$ cat src/rtl/key_entry_conditioner.sv
// rtl/key_entry_conditioner.sv - button/switch synchroniser, debouncer and digit strobe generator (optional ENTRY_TIMEOUT_EN)
module key_entry_conditioner #(
  parameter int DEBOUNCE_CYCLES = 50000,
  parameter int CNT_W           = 16,
  parameter int TIMEOUT_CYCLES  = 250000000
) (
  input  logic       clk,
  input  logic       rst,
  input  logic       key_n,
  input  logic [3:0] sw,
  input  logic       clr,
  output logic [3:0] digit_out,
  output logic       digit_valid,
  output logic       digit_bad,
  output logic [2:0] entry_count,
  output logic       timeout
);

  typedef enum logic [1:0] {IDLE, PRESS_DB, DOWN, RELEASE_DB} state_t;

  localparam logic [CNT_W-1:0] DB_LAST   = CNT_W'(DEBOUNCE_CYCLES - 1);
  localparam logic [2:0]       COUNT_MAX = 3'd6;

  state_t           state_q;
  logic [CNT_W-1:0] cnt_q;
  logic             key_s1_q, key_s2_q;
  logic [3:0]       sw_s1_q, sw_s2_q;
  logic [3:0]       digit_q;
  logic             valid_q;
  logic [2:0]       count_q;
  logic             pressed;

  assign pressed = ~key_s2_q;

  // Two-flop synchronisers; the key resets to released so no phantom press follows reset
  always_ff @(posedge clk or posedge rst) begin
    if (rst) begin
      key_s1_q <= 1'b1;
      key_s2_q <= 1'b1;
      sw_s1_q  <= 4'd0;
      sw_s2_q  <= 4'd0;
    end else begin
      key_s1_q <= key_n;
      key_s2_q <= key_s1_q;
      sw_s1_q  <= sw;
      sw_s2_q  <= sw_s1_q;
    end
  end

  // Debounce FSM; starting in RELEASE_DB means a button held through reset lands in DOWN without a strobe
  always_ff @(posedge clk or posedge rst) begin
    if (rst) begin
      state_q <= RELEASE_DB;
      cnt_q   <= '0;
      digit_q <= 4'd0;
      valid_q <= 1'b0;
    end else begin
      valid_q <= 1'b0;
      case (state_q)
        IDLE: begin
          if (pressed) begin
            state_q <= PRESS_DB;
            cnt_q   <= '0;
          end
        end
        PRESS_DB: begin
          if (!pressed) begin
            state_q <= IDLE;
          end else if (cnt_q == DB_LAST) begin
            state_q <= DOWN;
            digit_q <= sw_s2_q;
            valid_q <= 1'b1;
          end else begin
            cnt_q <= cnt_q + 1'b1;
          end
        end
        DOWN: begin
          if (!pressed) begin
            state_q <= RELEASE_DB;
            cnt_q   <= '0;
          end
        end
        RELEASE_DB: begin
          if (pressed) begin
            state_q <= DOWN;
          end else if (cnt_q == DB_LAST) begin
            state_q <= IDLE;
          end else begin
            cnt_q <= cnt_q + 1'b1;
          end
        end
        default: state_q <= IDLE;
      endcase
    end
  end

`ifdef ENTRY_TIMEOUT_EN
  localparam int TMR_W = $clog2(TIMEOUT_CYCLES + 1);
  localparam logic [TMR_W-1:0] TMR_LAST = TMR_W'(TIMEOUT_CYCLES - 1);

  logic [TMR_W-1:0] timer_q;
  logic             timeout_q;

  // Entry counter plus inactivity timer that abandons a partial entry while the button sits idle
  always_ff @(posedge clk or posedge rst) begin
    if (rst) begin
      count_q   <= 3'd0;
      timer_q   <= '0;
      timeout_q <= 1'b0;
    end else begin
      timeout_q <= 1'b0;
      if (clr) begin
        count_q <= 3'd0;
        timer_q <= '0;
      end else if (valid_q) begin
        timer_q <= '0;
        if (count_q != COUNT_MAX) count_q <= count_q + 1'b1;
      end else if (count_q != 3'd0 && state_q == IDLE) begin
        if (timer_q == TMR_LAST) begin
          timeout_q <= 1'b1;
          count_q   <= 3'd0;
          timer_q   <= '0;
        end else begin
          timer_q <= timer_q + 1'b1;
        end
      end
    end
  end

  assign timeout = timeout_q;
`else
  // Entry counter; clr has priority over a coincident strobe
  always_ff @(posedge clk or posedge rst) begin
    if (rst) begin
      count_q <= 3'd0;
    end else if (clr) begin
      count_q <= 3'd0;
    end else if (valid_q && count_q != COUNT_MAX) begin
      count_q <= count_q + 1'b1;
    end
  end

  // No timer in this build; the expression is constant 0 for any legal TIMEOUT_CYCLES
  assign timeout = (TIMEOUT_CYCLES < 0);
`endif

  assign digit_out   = digit_q;
  assign digit_valid = valid_q;
  assign digit_bad   = valid_q & (digit_q > 4'd9);
  assign entry_count = count_q;

endmodule

$ cat config.mk
export PLATFORM = sky130hd
export DESIGN_NAME = key_entry_conditioner
export DESIGN_NICKNAME = d
export VERILOG_FILES = /design/src/rtl/key_entry_conditioner.sv
export SDC_FILE = /design/constraint.sdc
export NUM_CORES = 1
export LEC_CHECK = 0
export CAP_MARGIN = 30
export CORE_ASPECT_RATIO = 0.75
export CORE_MARGIN = 5
export CORE_UTILIZATION = 42
export CTS_BUF_LIST = sky130_fd_sc_hd__clkbuf_2
export DETAILED_ROUTE_END_ITERATION = 10
export PLACE_DENSITY = 0.77
export REMOVE_ABC_BUFFERS = 1
export SLEW_MARGIN = 20
export SYNTH_ARGS = -nofsm -noshare
export SYNTH_HDL_FRONTEND = slang
export SYNTH_SLANG_ARGS = --single-unit
$ cat constraint.sdc
create_clock -name clk -period 1.6 [get_ports clk]
set_input_delay 0.48 -clock clk [delete_from_list [all_inputs] [get_ports clk]]
set_output_delay 0.48 -clock clk [all_outputs]
set_load 0.01 [all_outputs]
==> results.yml, run 1 <==
timing:
  period_needed_ns: 1.75
  setup_viol: 15
  fin_skew_ns: 0.0222
  hold_violations: 0
  worst_slack_ns: -0.152
  fin_hold_ws_ns: 0.355
  finalCritPeriodShare_pct: 109
  report.final.slew_viol_count: 0
  fmax_mhz: 571
  fin_tns_setup_ns: -1.46
  rsz0062_at_grt: "yes"
placement:
  portBuffers: 16
  dp_hpwl_mm: 3.05
  gp_congestion: 0.880
  place_ws_ns: -0.251
global_route:
  grt_pass1_wl_mm: 7.67
  first_global_vias: 1587
  antenna_found_initial: 0
  grt_usage_pct: 18.9
  grt_max_degree: 37
  globalRouteOverflowTotal: 0
clock_network:
  cts_made_buffers: 5
  cts_max_path_buffers: 2
  cts_tree: "done"
  cts_hold_buf: 0
  cts.htree.levels: 2
  root_buffer: "clkbuf_2"
  clk_latency_ns: 0.38
  clk_pin_slew_ns: 0.21
  clkSinkCount: 36
worst_setup_path:
  critPathMaxFanout: 4
  worstPathCellList: "nor4b_1, nand4_1, or3_4, mux2_2"
  startpoint_type: "flip-flop"
  slowest_stage: "dfrtp_2"
  crit_family: "simple AND/OR/NAND/NOR gates"
  cp_num_buf_inv: 0
  critPathKind: "reg -> reg"
  endpoint_kind: "flip-flop"
  crit_arrival_ns: 2.03
  required_ns: 1.88
  critPathMaxStageDelay_ns: 0.49
drt:
  wl_mm: 4.50
  post_drt_wl_per_cell_microns: 16.2
  ant_nets: 0
  vias_per_cell: 5.54
  drt_iter0_drc: 63
  vias: 1541
  drc_errors: 0
  drtPass1Iterations: 5
pwr:
  sequentialPowerShare_pct: 62.5
  swShare_pct: 26.7
  share_comb_of_total_power_pct: 9.6
  internal_power_uw: 1120
  p_switching_uw: 405
  power_uw: 1520
  ir_drop_mv: 0.761
  power_frac_clock_pct: 28.0
  p_leak_uw: 0.00114
  p_per_area_nw_per_um2: 616
yosys:
  synth.distinct_cells: 38
  synthXorXnorAreaFrac_pct: 2.63
  synth_area_sq_um: 1670
  yosysTopAreaCell: "dfrtp_1"
  synth_top_family_by_area: "simple AND/OR/NAND/NOR gates"
  async_flop_share_pct: 100
  synth.ff_latch_count: 36
  synthSimpleGateAreaFrac_pct: 24.1
  synth_top_area_share_pct: 48.0
  syn_area_per_cell_sq_um: 10.8
  synth_common_cells: "dfrtp_1 (32), inv_1 (11), nand3_1 (11), o21ai_0 (11), nor2_1 (10)"
  yosys-mux-area-fraction_pct: 3.90
  ys.flop_type: "dfrtp_1"
  synthAdderAreaFrac_pct: 2.25
  synth_most_common_cell: "dfrtp_1"
  synth_compound_area_share_pct: 8.86
  yosysWarnings: 0
  synth_edf_count: 0
  netlist_top_cells_area: "dfrtp_1 (48%), dfstp_2 (6.3%), nand3_1 (3.3%)"
  seq_area_frac_synth_pct: 54.4
  syn_inst: 155
die:
  fp.dieW_microns: 82.7
  fp.coreArea_sq_um: 3730
  fp.dieH_microns: 64.6
  fp-row-count: 19
  fp.dieArea_sq_um: 5340
  start_util_pct: 44.7
  io_pins: 18
run_status:
  failed_checks: "negative setup slack"
  status: "complete, but fails checks"
layout:
  finish.utilization_pct: 66.2
  nets: 236
  n_antenna_cell: 0
  layout-drive-gt1-share_pct: 44.2
  fillers: 301
  syn2layout_area_growth_pct: 48.3
min_path:
  hp-class: "reg -> reg"
flow_run:
  max_cap_violations: 0
==> placed cells by master, fill, tap and decap left out, types with 4 or more instances in the layout <==
cell and count:
clkbuf_2 5, inv_1 11, o21ai_0 9, mux2_2 4, nor3_1 4, buf_4 44, clkdlybuf4s50_1 7, buf_6 9
nor2_1 10, or3_4 5, nand4_1 8, nand3_1 10, dfrtp_1 29, o221ai_1 4, clkdlybuf4s15_1 5, nand2_1 7
dfstp_2 4
==> sequential cells by signal, indices dropped and copies added (netlist names), named ones only <==
register     cells
sw_s1_q          4
key_s2_q         1
digit_valid      1
digit_out        4
state_q          1
entry_count      3
key_s1_q         1
sw_s2_q          4
cnt_q           16
==> cell families (layout without fill, tap and decap cells) <==
group,after synthesis,after routing
fa+ha+maj,3,3
xor+xnor,5,5
other cells,1,1
simple gates,65,65
compound gates,24,24
buf+inv,15,86
flops,36,36
mux,6,6
==> per-stage QoR <==
step                area [sq um]  instances
floorplan                   1650        151
global placement            2150        254
detailed placement          2150        254
CTS                         2380        275
global route                2470        278
finish                      2470        278
==> layout make-up <==
type                       count  area (sq um)  area share, %
tap                           52          65.1           2.63
inverter                      11          41.3           1.67
clock inverter                 3          18.8          0.759
clock buffer                   5          25.0           1.01
sequential                    36           910           36.8
multi-input combinational    104           835           33.8
timing repair buffer          67           577           23.3
==> routing by layer <==
metal,part of all wire (%),routed length (microns),global-route usage [%]
met4,1.4,63,6.53
met2,50,2260,30.6
met1,42,1910,24.7
met5,0,0,0
met3,5.8,262,4.71
==> power by group through the flow <==
stage                     Sequential, uW  Combinational, uW  Clock (uW)
after detailed placement             964                117           0
after global routing                 954                160         472
after global placement               962                113           0
final                                950                145         425
after CTS                            951                136         432
after floorplan                      967               42.4           0
==> final timing paths <==
path	endpoint	from	slack (ns)	cells after the start
hold reg to reg	sw_s2_q[3]$_DFF_PP0_	sw_s1_q[3]$_DFF_PP0_	0.36	0
setup reg to reg	digit_out[0]$_DFFE_PP0P_	cnt_q[7]$_DFFE_PP0P_	-0.15	4
min in group asynchronous	cnt_q[4]$_DFFE_PP0P_	rst	0.43	3
setup / recovery	digit_out[0]$_DFFE_PP0P_	cnt_q[7]$_DFFE_PP0P_	-0.15	4
hold / removal	sw_s2_q[3]$_DFF_PP0_	sw_s1_q[3]$_DFF_PP0_	0.36	0
max in group asynchronous	key_s1_q$_DFF_PP1_	rst	0.91	3
==> what timing repair did <==
item,in CTS,in global routing
gates resized for setup,42,24
pin swaps,12,9
endpoints found under the setup margin,27,31
setup buffers,14,3
No activity file was read; power rests on OpenSTA's default activity.
==> run 2: changes to the inputs <==
--- a/config.mk
+++ b/config.mk
@@ -9,8 +9,9 @@
 export CORE_ASPECT_RATIO = 0.75
 export CORE_MARGIN = 5
 export CORE_UTILIZATION = 42
-export CTS_BUF_LIST = sky130_fd_sc_hd__clkbuf_2
+export CTS_BUF_LIST = sky130_fd_sc_hd__clkbuf_8
 export DETAILED_ROUTE_END_ITERATION = 10
+export GPL_ROUTABILITY_DRIVEN = 0
 export PLACE_DENSITY = 0.77
 export REMOVE_ABC_BUFFERS = 1
 export SLEW_MARGIN = 20
==> run 2 against run 1 <==
Effect of this change: the flow still finishes with violations (negative setup slack); cell area increased by 1.3%; global-route usage grew 0.18 points; sequential power barely moved; critical endpoint is now cnt_q[11]$_DFFE_PP0P_; routed wire length is 2.6% higher; total power increased by 15%; highest routed layer unchanged; utilization increased by 0.84 points; largest cell class unchanged; fmax fell by 1.6%.
==> results.yml, run 2 (synthesis gave the netlist of run 1 again) <==
layout:
  largest_register: "cnt_q"
  nets: 229
  layout-drive-gt1-share_pct: 44.3
  final_cell_mix: "buf_4 (39), dfrtp_1 (29), inv_1 (11), nor2_1 (9)"
  syn2layout_area_growth_pct: 50.2
  post-route-cell-area_sq_um: 2500
  n_antenna_cell: 0
  mostFrequentLayoutCell: "buf_4"
  largest_reg_flops: 16
drt:
  wl_mm: 4.61
  drc_errors: 0
  vias: 1487
  drtPass1Iterations: 4
  drt_iter0_drc: 49
  ant_nets: 0
  post_drt_wl_per_cell_microns: 17.0
  vias_per_cell: 5.49
pwr:
  sequentialPowerShare_pct: 54.5
  share_comb_of_total_power_pct: 8.9
  p_per_area_nw_per_um2: 698
  swShare_pct: 24.7
  power_uw: 1750
  internal_power_uw: 1310
  p_leak_uw: 0.00116
  ir_drop_mv: 0.740
  p_switching_uw: 432
  power_frac_clock_pct: 36.6
die:
  fp.dieH_microns: 64.6
  fp-row-count: 19
  start_util_pct: 44.7
  io_pins: 18
  fp.dieW_microns: 82.7
  fp.coreArea_sq_um: 3730
  fp.dieArea_sq_um: 5340
global_route:
  first_global_vias: 1563
  globalRouteOverflowTotal: 0
  grt_usage_pct: 19.1
  grt_max_degree: 37
  antenna_found_initial: 0
  grt_pass1_wl_mm: 7.65
clock_network:
  clk_pin_slew_ns: 0.08
  cts_max_path_buffers: 2
  cts_made_buffers: 5
  root_buffer: "clkbuf_8"
  clk_latency_ns: 0.29
  cts.htree.levels: 2
  clkSinkCount: 36
  cts_tree: "done"
timing:
  rsz0062_at_grt: "yes"
  period_needed_ns: 1.78
  finalCritPeriodShare_pct: 111
  report.final.slew_viol_count: 0
  fmax_mhz: 562
  setup_viol: 14
  worst_slack_ns: -0.180
  hold_violations: 0
  fin_skew_ns: 0.00810
min_path:
  hp-class: "reg -> reg"
placement:
  place_area_sq_um: 2160
  dp_hpwl_mm: 3.22
  portBuffers: 16
  place_ws_ns: -0.291
flow_run:
  max_cap_violations: 0
worst_setup_path:
  required_ns: 1.82
  endpoint_kind: "flip-flop"
  crit_arrival_ns: 2.00
  critPathMaxFanout: 6
  startpoint_type: "flip-flop"
  critPathKind: "reg -> reg"
run_status:
  failed_checks: "negative setup slack"
  status: "complete, but fails checks"
## run 2: cell count changes in the layout (fill, tap and decap cells not counted), moves of 2 or more
cell	change
nor4_2	-2
clkdlybuf4s15_1	-4
clkbuf_8	+5
o221ai_1	-4
dlygate4sd2_1	+7
o221ai_2	+4
buf_4	-5
clkbuf_2	-5
nand3_2	+5
o21ai_1	+2
nand3_1	-4
buf_6	-5
## run 2: final timing paths
path | start | endpoint | slack, ns | cells after the start
min in group asynchronous | rst | cnt_q[4]$_DFFE_PP0P_ | 0.54 | 3
min reg2reg | sw_s1_q[1]$_DFF_PP0_ | sw_s2_q[1]$_DFF_PP0_ | 0.35 | 0
min | sw_s1_q[1]$_DFF_PP0_ | sw_s2_q[1]$_DFF_PP0_ | 0.35 | 0
max reg2reg | cnt_q[1]$_DFFE_PP0P_ | cnt_q[11]$_DFFE_PP0P_ | -0.18 | 5
max in group asynchronous | rst | key_s1_q$_DFF_PP1_ | 0.82 | 3
max | cnt_q[1]$_DFFE_PP0P_ | cnt_q[11]$_DFFE_PP0P_ | -0.18 | 5
## run 2: power groups by stage
stage	Sequential (uW)	Combinational, uW	Clock, uW
floorplan	967	42.4	0
global placement	963	118	0
detailed placement	965	125	0
CTS	949	145	643
global route	954	170	681
finish	952	155	639
## run 2: layer usage
layer	up-vias	share of wire (%)	GRT usage, %
met5	-	0	0
met1	753	41	23.7
met3	8	3.8	3.74
met4	0	1.4	7.14
met2	36	53	32.8
li1	690	-	-
## run 2: cell type report
cell class | instances | area [sq um]
fillers | 274 | 1230
flip-flops and latches | 36 | 910
multi-input cells | 104 | 895
repair buffers | 60 | 504
clock buffers | 5 | 68.8
well taps | 52 | 65.1
inverters | 11 | 41.3
clock inverters | 3 | 18.8
## run 2: metrics by stage
stage / setup TNS (ns) / hold WS [ns] / instances / util, %
2_1_floorplan: -1.53 / 0.331 / 151 / -
3_3_place_gp: -1.99 / 0.335 / 256 / 57.9
3_5_place_dp: -3.52 / 0.340 / 256 / 57.9
4_1_cts: -1.25 / 0.357 / 271 / 65.2
5_1_grt: -2.22 / 0.359 / 271 / 67.0
6_report: -1.13 / 0.354 / 271 / 67.0
## run 2: critical path, cell delays in order, from the launching register on
cell and delay [ns]:
dfrtp_1 0.42, buf_4 0.15, nand4_4 0.14, or4_4 0.48, or3_4 0.39, a21oi_2 0.12
## run 2: repair_timing
action                                  in CTS  in global routing
hold buffers                                 0                  0
buffers inserted                             8                  1
hold endpoints to repair                     0                  0
endpoints found under the setup margin      28                 22
pin swaps                                   13                 10
resized for setup                           42                 18
==> run 3: changes to the inputs <==
--- a/config.mk
+++ b/config.mk
@@ -12,6 +12,7 @@
 export CTS_BUF_LIST = sky130_fd_sc_hd__clkbuf_8
 export DETAILED_ROUTE_END_ITERATION = 10
 export GPL_ROUTABILITY_DRIVEN = 0
+export GPL_TIMING_DRIVEN = 1
 export PLACE_DENSITY = 0.77
 export REMOVE_ABC_BUFFERS = 1
 export SLEW_MARGIN = 20
==> constraint.sdc (replaced) <==
create_clock -name clk -period 1.6 [get_ports clk]
set_input_delay 0.32 -clock clk [delete_from_list [all_inputs] [get_ports clk]]
set_output_delay 0.32 -clock clk [all_outputs]
set_load 0.01 [all_outputs]
==> run 3 against run 2 <==
Effect of this change: the run still ends with negative setup slack left; sequential cell count unchanged; setup slack improved by 0.0039 ns; combinational power about the same; register-to-register slack about the same; clock power barely moved; routed wire length fell by 0.52%; die area unchanged; cell area is 1.2% higher; fmax up 0.22%; critical path depth unchanged.
==> results.yml, run 3 (synthesis gave the netlist of run 1 again) <==
run_status:
  status: "complete, but fails checks"
  failed_checks: "negative setup slack"
drt:
  vias: 1492
  drc_errors: 0
  drtPass1Iterations: 4
  post_drt_wl_per_cell_microns: 16.7
  vias_per_cell: 5.43
  ant_nets: 0
  drt_iter0_drc: 100
  wl_mm: 4.59
worst_setup_path:
  startpoint_type: "flip-flop"
  endpoint_kind: "flip-flop"
  critPathMaxFanout: 6
  worstPathCellList: "buf_4, nand4_4, or4_4, or3_4, a21oi_2"
  r2r-end: "cnt_q[11]$_DFFE_PP0P_"
  critPathMaxStageDelay_ns: 0.48
  crit_path_start: "cnt_q[1]$_DFFE_PP0P_"
  slowest_stage: "or4_4"
  crit_path_end: "cnt_q[11]$_DFFE_PP0P_"
  reg2reg_from: "cnt_q[1]$_DFFE_PP0P_"
  ff2ff_path_depth: 5
  crit_arrival_ns: 2.00
  critPathKind: "reg -> reg"
  reg2reg_slack_ns: -0.18
  required_ns: 1.82
clock_network:
  cts_tree: "done"
  clk_latency_ns: 0.29
  cts_hold_buf: 0
  clkSinkCount: 36
  cts_made_buffers: 5
  root_buffer: "clkbuf_8"
  cts.htree.levels: 2
  clk_pin_slew_ns: 0.08
  cts_max_path_buffers: 2
layout:
  seq_area_sq_um: 910
  largest_register: "cnt_q"
  multi_input_area_sq_um: 887
  layout-drive-gt1-share_pct: 43.5
  syn2layout_area_growth_pct: 52.0
  final_cell_mix: "buf_4 (44), dfrtp_1 (29), clkdlybuf4s50_1 (14), inv_1 (11), nor2_1 (9)"
  n_antenna_cell: 0
  mostFrequentLayoutCell: "buf_4"
  nets: 233
  fillers: 270
  post-route-cell-area_sq_um: 2530
  largest_reg_flops: 16
placement:
  portBuffers: 16
  dp_hpwl_mm: 3.22
  place_area_sq_um: 2160
timing:
  period_needed_ns: 1.78
  report.final.slew_viol_count: 0
  fmax_mhz: 563
  finalCritPeriodShare_pct: 111
  hold_violations: 0
  rsz0062_at_grt: "yes"
  setup_viol: 15
  fin_skew_ns: 0.00712
  fin_tns_setup_ns: -1.30
  worst_slack_ns: -0.176
global_route:
  antenna_found_initial: 0
  use_met1_pct: 23.8
  first_global_vias: 1549
  globalRouteOverflowTotal: 0
  grt_pass1_wl_mm: 7.53
  use_met3_pct: 3.74
  grt_use_met2_pct: 31.0
  grt_usage_pct: 18.7
  grt.busiest_layer: "met2"
  grt_max_degree: 37
flow_run:
  max_cap_violations: 0
pwr:
  ir_drop_mv: 0.739
  p_leak_uw: 0.00114
  p_per_area_nw_per_um2: 689
die:
  fp.dieW_microns: 82.7
  fp-row-count: 19
  fp.dieH_microns: 64.6
  fp.dieArea_sq_um: 5340
  start_util_pct: 44.7
  io_pins: 18
  fp.coreArea_sq_um: 3730
min_path:
  hp-class: "reg -> reg"
==> run 3: cell types whose count changed in the layout (fill, tap and decap cells not counted), moves of 2 or more <==
cell	delta
buf_4	+5
clkdlybuf4s50_1	+7
dlygate4sd2_1	-5
nand3_2	-3
nand3_1	+2
==> run 3: how the worst min path moves through the flow <==
stage | depth (start not counted) | slack [ns] | endpoint | from
floorplan | 0 | 0.32 | key_s1_q$_DFF_PP1_ | key_n
global placement | 0 | 0.33 | sw_s2_q[1]$_DFF_PP0_ | sw_s1_q[1]$_DFF_PP0_
detailed placement | 0 | 0.34 | sw_s2_q[1]$_DFF_PP0_ | sw_s1_q[1]$_DFF_PP0_
CTS | 0 | 0.36 | sw_s2_q[1]$_DFF_PP0_ | sw_s1_q[1]$_DFF_PP0_
global route | 0 | 0.36 | key_s2_q$_DFF_PP1_ | key_s1_q$_DFF_PP1_
finish | 0 | 0.35 | sw_s2_q[1]$_DFF_PP0_ | sw_s1_q[1]$_DFF_PP0_
==> run 3: routing by layer <==
layer | share of wire [%] | vias to the layer above | wire (microns)
li1 | - | 699 | -
met1 | 43 | 739 | 1950
met2 | 52 | 44 | 2370
met3 | 4.2 | 10 | 191
met4 | 1.7 | 0 | 79
met5 | 0 | - | 0
==> run 3: metrics by stage <==
stage          worst slack (ns)  utilization [%]  total power [uW]  hold WS (ns)  cells
5_1_grt                  -0.229             67.9              1800         0.359    275
4_1_cts                  -0.183             65.8              1740         0.357    272
3_3_place_gp             -0.158             57.9              1080         0.335    256
6_report                 -0.176             67.9              1740         0.354    275
2_1_floorplan            -0.232                -              1010         0.324    151
3_5_place_dp             -0.291             57.9              1090         0.340    256
==> run 3: final cells by class <==
| cell class | instances | share of cell area, % |
|---|---|---|
| Sequential cell | 36 | 35.9 |
| Multi-Input combinational cell | 104 | 35.0 |
| Timing Repair Buffer | 64 | 21.4 |
| Clock buffer | 5 | 2.72 |
| Tap cell | 52 | 2.57 |
| Inverter | 11 | 1.63 |
| Clock inverter | 3 | 0.741 |
==> run 3: what timing repair did <==
action                                  CTS  global route
endpoints found under the setup margin   21            22
hold endpoints to repair                  0             0
gates resized for setup                  32            14
buffers inserted                          9             3
pin swaps                                13             5
==> run 3: critical path, delay by kind of cell, from the launching register on <==
family                 cells  cell delay, ns
and+or+nand+nor            3            1.01
AOI/OAI and AO/OA          1            0.12
DFF                        1            0.41
buffers and inverters      1            0.15
==> run 3: where the power goes <==
group	leakage [uW]	total [uW]	internal, uW	switching (uW)
Sequential	0.000463	952	936	16.5
Clock	0.0000479	638	303	335
Combinational	0.000632	153	75.2	78.2
Total	0.00114	1740	1310	430
